## config.mk

```make
export PLATFORM = sky130hd
export DESIGN_NAME = mem_responder
export DESIGN_NICKNAME = d
export VERILOG_FILES = /design/src/rtl/mem_responder_pkg.sv /design/src/rtl/mem_responder_mem_array.sv /design/src/rtl/mem_responder.sv
export SDC_FILE = /design/constraint.sdc
export NUM_CORES = 1
export LEC_CHECK = 0
export CAP_MARGIN = 15
export CELL_PAD_IN_SITES_DETAIL_PLACEMENT = 1
export CELL_PAD_IN_SITES_GLOBAL_PLACEMENT = 1
export CORE_UTILIZATION = 48
export DETAILED_ROUTE_END_ITERATION = 8
export GPL_TIMING_DRIVEN = 1
export PLACE_DENSITY = 0.75
export RECOVER_POWER = 50
export SYNTH_ARGS = -nofsm -noshare
export SYNTH_HDL_FRONTEND = slang
export SYNTH_SLANG_ARGS = --single-unit
export TNS_END_PERCENT = 1
```

## constraint.sdc

```tcl
create_clock -name clk -period 2.2 [get_ports clk]
set_input_delay 0.22 -clock clk [delete_from_list [all_inputs] [get_ports clk]]
set_output_delay 0.22 -clock clk [all_outputs]
set_load 0.03 [all_outputs]
```

## src/rtl/mem_responder_pkg.sv

```systemverilog
// Shared types and default geometry for the memory responder.
package mem_responder_pkg;
  localparam int DEF_ADDR_W   = 6;
  localparam int DEF_DATA_W   = 8;
  localparam int DEF_OUT_ADDR = 63;

  typedef enum logic {
    LOAD = 1'b0,
    RUN  = 1'b1
  } state_e;
endpackage

```

## src/rtl/mem_responder_mem_array.sv

```systemverilog
// Single-port RAM: synchronous write, registered read with an enable so the
// read register holds its value between reads.
module mem_array
  import mem_responder_pkg::*;
#(
  parameter int ADDR_W = DEF_ADDR_W,
  parameter int DATA_W = DEF_DATA_W
) (
  input  logic              clk,
  input  logic              rst_n,
  input  logic              we,
  input  logic              re,
  input  logic [ADDR_W-1:0] addr,
  input  logic [DATA_W-1:0] wdata,
  output logic [DATA_W-1:0] rdata
);
  logic [DATA_W-1:0] mem_q [2**ADDR_W];
  logic [DATA_W-1:0] rdata_d, rdata_q;

  // Storage is deliberately left out of reset so a preload survives it.
  always_ff @(posedge clk) begin
    if (we) mem_q[addr] <= wdata;
  end

  always_comb begin
    rdata_d = rdata_q;
    if (re) rdata_d = mem_q[addr];
  end

  always_ff @(posedge clk or negedge rst_n) begin
    if (!rst_n) rdata_q <= '0;
    else        rdata_q <= rdata_d;
  end

  assign rdata = rdata_q;
endmodule

```

## src/rtl/mem_responder.sv

```systemverilog
// CPU-facing memory responder: preloads the RAM from a stream, then serves
// CPU reads/writes and mirrors writes at OUT_ADDR onto an output port.
module mem_responder
  import mem_responder_pkg::*;
#(
  parameter int ADDR_W   = DEF_ADDR_W,
  parameter int DATA_W   = DEF_DATA_W,
  parameter int OUT_ADDR = DEF_OUT_ADDR
) (
  input  logic              clk,
  input  logic              reset,
  input  logic [ADDR_W-1:0] adr_bus,
  input  logic              rd_mem,
  input  logic              wr_mem,
  input  logic [DATA_W-1:0] d_out,
  output logic [DATA_W-1:0] d_in,
  output logic              rd_valid,
  input  logic              load_valid,
  input  logic [DATA_W-1:0] load_data,
  input  logic              load_last,
  output logic              load_ready,
  output logic              cpu_hold,
  output logic [DATA_W-1:0] out_port,
  output logic              out_strobe,
  output logic              err_collision
);
  localparam logic [ADDR_W-1:0] OUT_A = ADDR_W'(OUT_ADDR);

  state_e            state_q, state_d;
  logic [ADDR_W-1:0] ptr_q, ptr_d;
  logic              rd_valid_q, rd_valid_d;
  logic [DATA_W-1:0] out_port_q, out_port_d;
  logic              out_strobe_q, out_strobe_d;
  logic              err_q, err_d;

  logic              mem_we, mem_re;
  logic [ADDR_W-1:0] mem_addr;
  logic [DATA_W-1:0] mem_wdata;

  always_comb begin
    state_d      = state_q;
    ptr_d        = ptr_q;
    rd_valid_d   = 1'b0;
    out_port_d   = out_port_q;
    out_strobe_d = 1'b0;
    err_d        = err_q;
    mem_we       = 1'b0;
    mem_re       = 1'b0;
    mem_addr     = adr_bus;
    mem_wdata    = d_out;
    load_ready   = 1'b0;
    cpu_hold     = 1'b0;

    case (state_q)
      LOAD: begin
        load_ready = 1'b1;
        cpu_hold   = 1'b1;
        mem_addr   = ptr_q;
        mem_wdata  = load_data;
        if (load_valid) begin
          mem_we = 1'b1;
          if (load_last) begin
            ptr_d   = '0;
            state_d = RUN;
          end else begin
            ptr_d = ptr_q + 1'b1;
          end
        end
      end
      RUN: begin
        // On a collision the write wins and the read is silently dropped.
        if (wr_mem) begin
          mem_we = 1'b1;
          if (adr_bus == OUT_A) begin
            out_port_d   = d_out;
            out_strobe_d = 1'b1;
          end
          if (rd_mem) err_d = 1'b1;
        end else if (rd_mem) begin
          mem_re     = 1'b1;
          rd_valid_d = 1'b1;
        end
      end
      default: state_d = LOAD;
    endcase
  end

  always_ff @(posedge clk or negedge reset) begin
    if (!reset) begin
      state_q      <= LOAD;
      ptr_q        <= '0;
      rd_valid_q   <= 1'b0;
      out_port_q   <= '0;
      out_strobe_q <= 1'b0;
      err_q        <= 1'b0;
    end else begin
      state_q      <= state_d;
      ptr_q        <= ptr_d;
      rd_valid_q   <= rd_valid_d;
      out_port_q   <= out_port_d;
      out_strobe_q <= out_strobe_d;
      err_q        <= err_d;
    end
  end

  mem_array #(
    .ADDR_W(ADDR_W),
    .DATA_W(DATA_W)
  ) u_mem (
    .clk  (clk),
    .rst_n(reset),
    .we   (mem_we),
    .re   (mem_re),
    .addr (mem_addr),
    .wdata(mem_wdata),
    .rdata(d_in)
  );

  assign rd_valid      = rd_valid_q;
  assign out_port      = out_port_q;
  assign out_strobe    = out_strobe_q;
  assign err_collision = err_q;
endmodule

```

==> results by group <==
Global route
  • GRT overflow: 0
  • Antenna violations before repair: 2
  • First-pass GRT wire length: 110 mm
  • Largest net degree at the start of global routing: 65
  • Vias in the first global route: 15000
  • GRT Resource Usage Total: 35.5%

Logic synthesis
  • Cell taking the most area after synthesis: edfxtp_1
  • Top post-synthesis cells by count: edfxtp_1, a22oi_1, mux2i_1, nand2_1, nor2_1
  • Synth Register Bits: 538
  • Dominant cells by area after synthesis: edfxtp_1, a22oi_1, mux2i_1
  • Synthesis Warnings: 0
  • Fraction of registers with async set/reset: 4.83%
  • Seq/Total Area, Yosys: 77.1%
  • Syn nets: 1245
  • Gate Count Post-Synth: 1216
  • Mapped Area: 20800 um^2
  • EDFF count, synth: 512
  • Distinct cells, synth: 52
  • Syn_area_per_cell: 17.1 um^2
  • Ys flop type: edfxtp_1
  • Top cell type's share of synthesized area: 73.9%
  • Most frequent cell after synthesis: edfxtp_1

Timing
  • Fmax: 0.355 GHz
  • Rel. slew slack: -38.5%
  • Fin Setup TNS: -120.48 ns
  • Worst-Margin Slew: 2.08 ns
  • Fin worst setup slack: -0.619 ns
  • Fin crit period: 2.82 ns
  • Max-slew violation count: 27
  • Final setup violation count: 527
  • Final hold slack: 0.231 ns
  • Skew final: 0.0376 ns
  • Unrepaired setup endpoints after global routing: true
  • Final Cycle Share: 128%
  • Hold Fails Final Rpt: 0

Setup path
  • WP data required: 2.66 ns
  • Critical Path AT: 3.28 ns
  • Maximum fanout along the worst path: 19
  • Critical path class: flop to flop
  • RR Endpoint: u_mem.rdata[4]$_DFFE_PN0P_
  • Worst R2R Setup Slack: -0.62 ns
  • RR Startpoint: ptr_q[0]$_DFFE_PN0P_
  • R2R depth: 10
  • Worst setup EP type: flop
  • Crit start category: flop

Clocking
  • Total CTS buffers: 53
  • Clock Latency Late Sink: 0.63 ns
  • Largest buffer count on any clock path: 3
  • Clock-pin slew on the worst setup and hold paths: 0.07 ns
  • Clock sinks: 538
  • Hold buffers post-CTS: 0
  • H-Tree Depth: 2
  • CTS tree: yes
  • Root Buffer: clkbuf_16

Floorplanning
  • Width of the die: 210 um
  • # rows: 75
  • Die ar.: 44200 um^2
  • Initial core utilization: 49.1%
  • Die H: 210 um
  • Core area: 42300 um^2
  • Boundary pin count: 49

Placed design
  • Placed insts: 2029
  • RePlAce Congestion: 0.868
  • PortBufs: 48
  • Place WS: -1.31 ns
  • Hpwl dp: 43.0 mm

Status
  • Failing checks: max-capacitance violations, max-slew violations, negative setup slack
  • Status: finished, violations left

Worst hold path
  • Worst Hold Path EP: state_q$_DFF_PN0_
  • Hold WC Path Type: input pin to flop
  • Hold_sp: load_valid
  • Worst Hold Depth: 3

Drt
  • Antenna-violating nets left: 0
  • Vias per cell: 6.91
  • # DRC: 0
  • Vias: 14900
  • First-iteration detailed-routing DRC count: 2350
  • Initial DRT Pass Iterations: 7
  • Wire per inst: 38.8 um
  • Total wire length: 83.7 mm

Power
  • Leak Pwr: 9.28 nW
  • Maximum vdd ir drop: 615 uV
  • Tot Pwr: 22.4 mW
  • Pwr dens: 800 nW/um^2

Layout
  • Ant diodes: 0
  • Area Growth Syn to Fin: 34.8%
  • Final #Nets: 1571
  • Layout Cells excl Fill: 2160
  • Proportion of layout cells with a drive suffix above 1: 35.8%

Job
  • Max_cap viols: 1
area by class of cell:
cell class	count	area, um^2
clock buffers	66	1400
inverters	5	22.5
repair buffers	340	3960
fillers	3522	14300
multi-input cells	604	5640
flip-flops and latches	538	16000
clock inverters	30	259
well taps	577	722
logic make-up after synthesis:
logic type	share of synthesized area, %
compound gates	10.9
buf+inv	2.04
flops	77.1
mux	5.77
fa+ha+maj	0.0602
simple gates	4.19
routing by layer:
layer | GRT usage, % | wire length (um) | vias to the layer above
met5 | 0 | 13 | -
met4 | 19.6 | 5770 | 2
met3 | 6.23 | 9810 | 353
met2 | 57.5 | 39100 | 1423
met1 | 45.7 | 29000 | 7508
li1 | - | - | 5641
power by group:
part	total, mW	internal, mW	leakage [nW]	switching [mW]
combinational	1.89	0.725	3.54	1.16
clock	9.17	4.98	0.818	4.20
sequential	11.4	11.3	4.92	0.0653
total	22.4	17.0	9.28	5.42
worst max-delay path, cell delays in order (launching register included):
cell	delay, ns
dfrtp_1	0.40
buf_6	0.13
buf_8	0.13
nor4b_4	0.13
a31o_2	0.25
buf_12	0.17
buf_4	0.21
a22oi_2	0.20
a41oi_1	0.25
nor4_4	0.59
a31oi_1	0.17
worst max-delay path by stage:
stage                     slack (ns)  depth (start not counted)            startpoint                           end
after floorplan                -0.08                          7     state_q$_DFF_PN0_  u_mem.mem_q[43][0]$_DFFE_PP_
after global placement         -1.23                         11            adr_bus[2]    u_mem.rdata[4]$_DFFE_PN0P_
after detailed placement       -1.31                         11            adr_bus[1]    u_mem.rdata[4]$_DFFE_PN0P_
after CTS                      -0.42                         10     state_q$_DFF_PN0_    u_mem.rdata[6]$_DFFE_PN0P_
after global routing           -0.64                         10  ptr_q[0]$_DFFE_PN0P_    u_mem.rdata[4]$_DFFE_PN0P_
final                          -0.62                         10  ptr_q[0]$_DFFE_PN0P_    u_mem.rdata[4]$_DFFE_PN0P_
stage by stage:
stage | util, % | area, um^2
2_1_floorplan | - | 21300
3_3_place_gp | 59.1 | 25000
3_5_place_dp | 59.1 | 25000
4_1_cts | 65.4 | 27700
5_1_grt | 66.2 | 28000
6_report | 66.2 | 28000
placed cells by master (no fill, tap or decap), drive strengths merged, types with 8 or more instances in the layout:
cell | synthesis | routed
clkdlybuf4s50 | 0 | 45
inv | 5 | 8
edfxtp | 512 | 512
nor4 | 9 | 9
clkinv | 0 | 21
clkbuf | 16 | 68
a31oi | 16 | 16
a22oi | 145 | 145
o21ai | 30 | 30
nand2 | 64 | 64
a21oi | 20 | 20
nor2 | 57 | 57
buf | 53 | 289
o22ai | 42 | 42
mux2i | 89 | 89
nor2b | 14 | 14
dfrtp | 26 | 26
a41oi | 28 | 28
mux2 | 26 | 26
flip-flops by register name, summed over array words and instances (netlist names):
signal	flops
rd_valid	1
state_q	1
u_mem.rdata	8
out_strobe	1
err_collision	1
out_port	8
ptr_q	6
u_mem.mem_q	512
repair_timing:
action | 4_1_cts | 5_1_grt
buffers inserted | 30 | 6
pin swaps | 58 | 37
gates resized for setup | 152 | 68
setup endpoints to repair | 522 | 530
cloned | 3 | 1
Note: power is estimated with default switching activity, not from simulation.
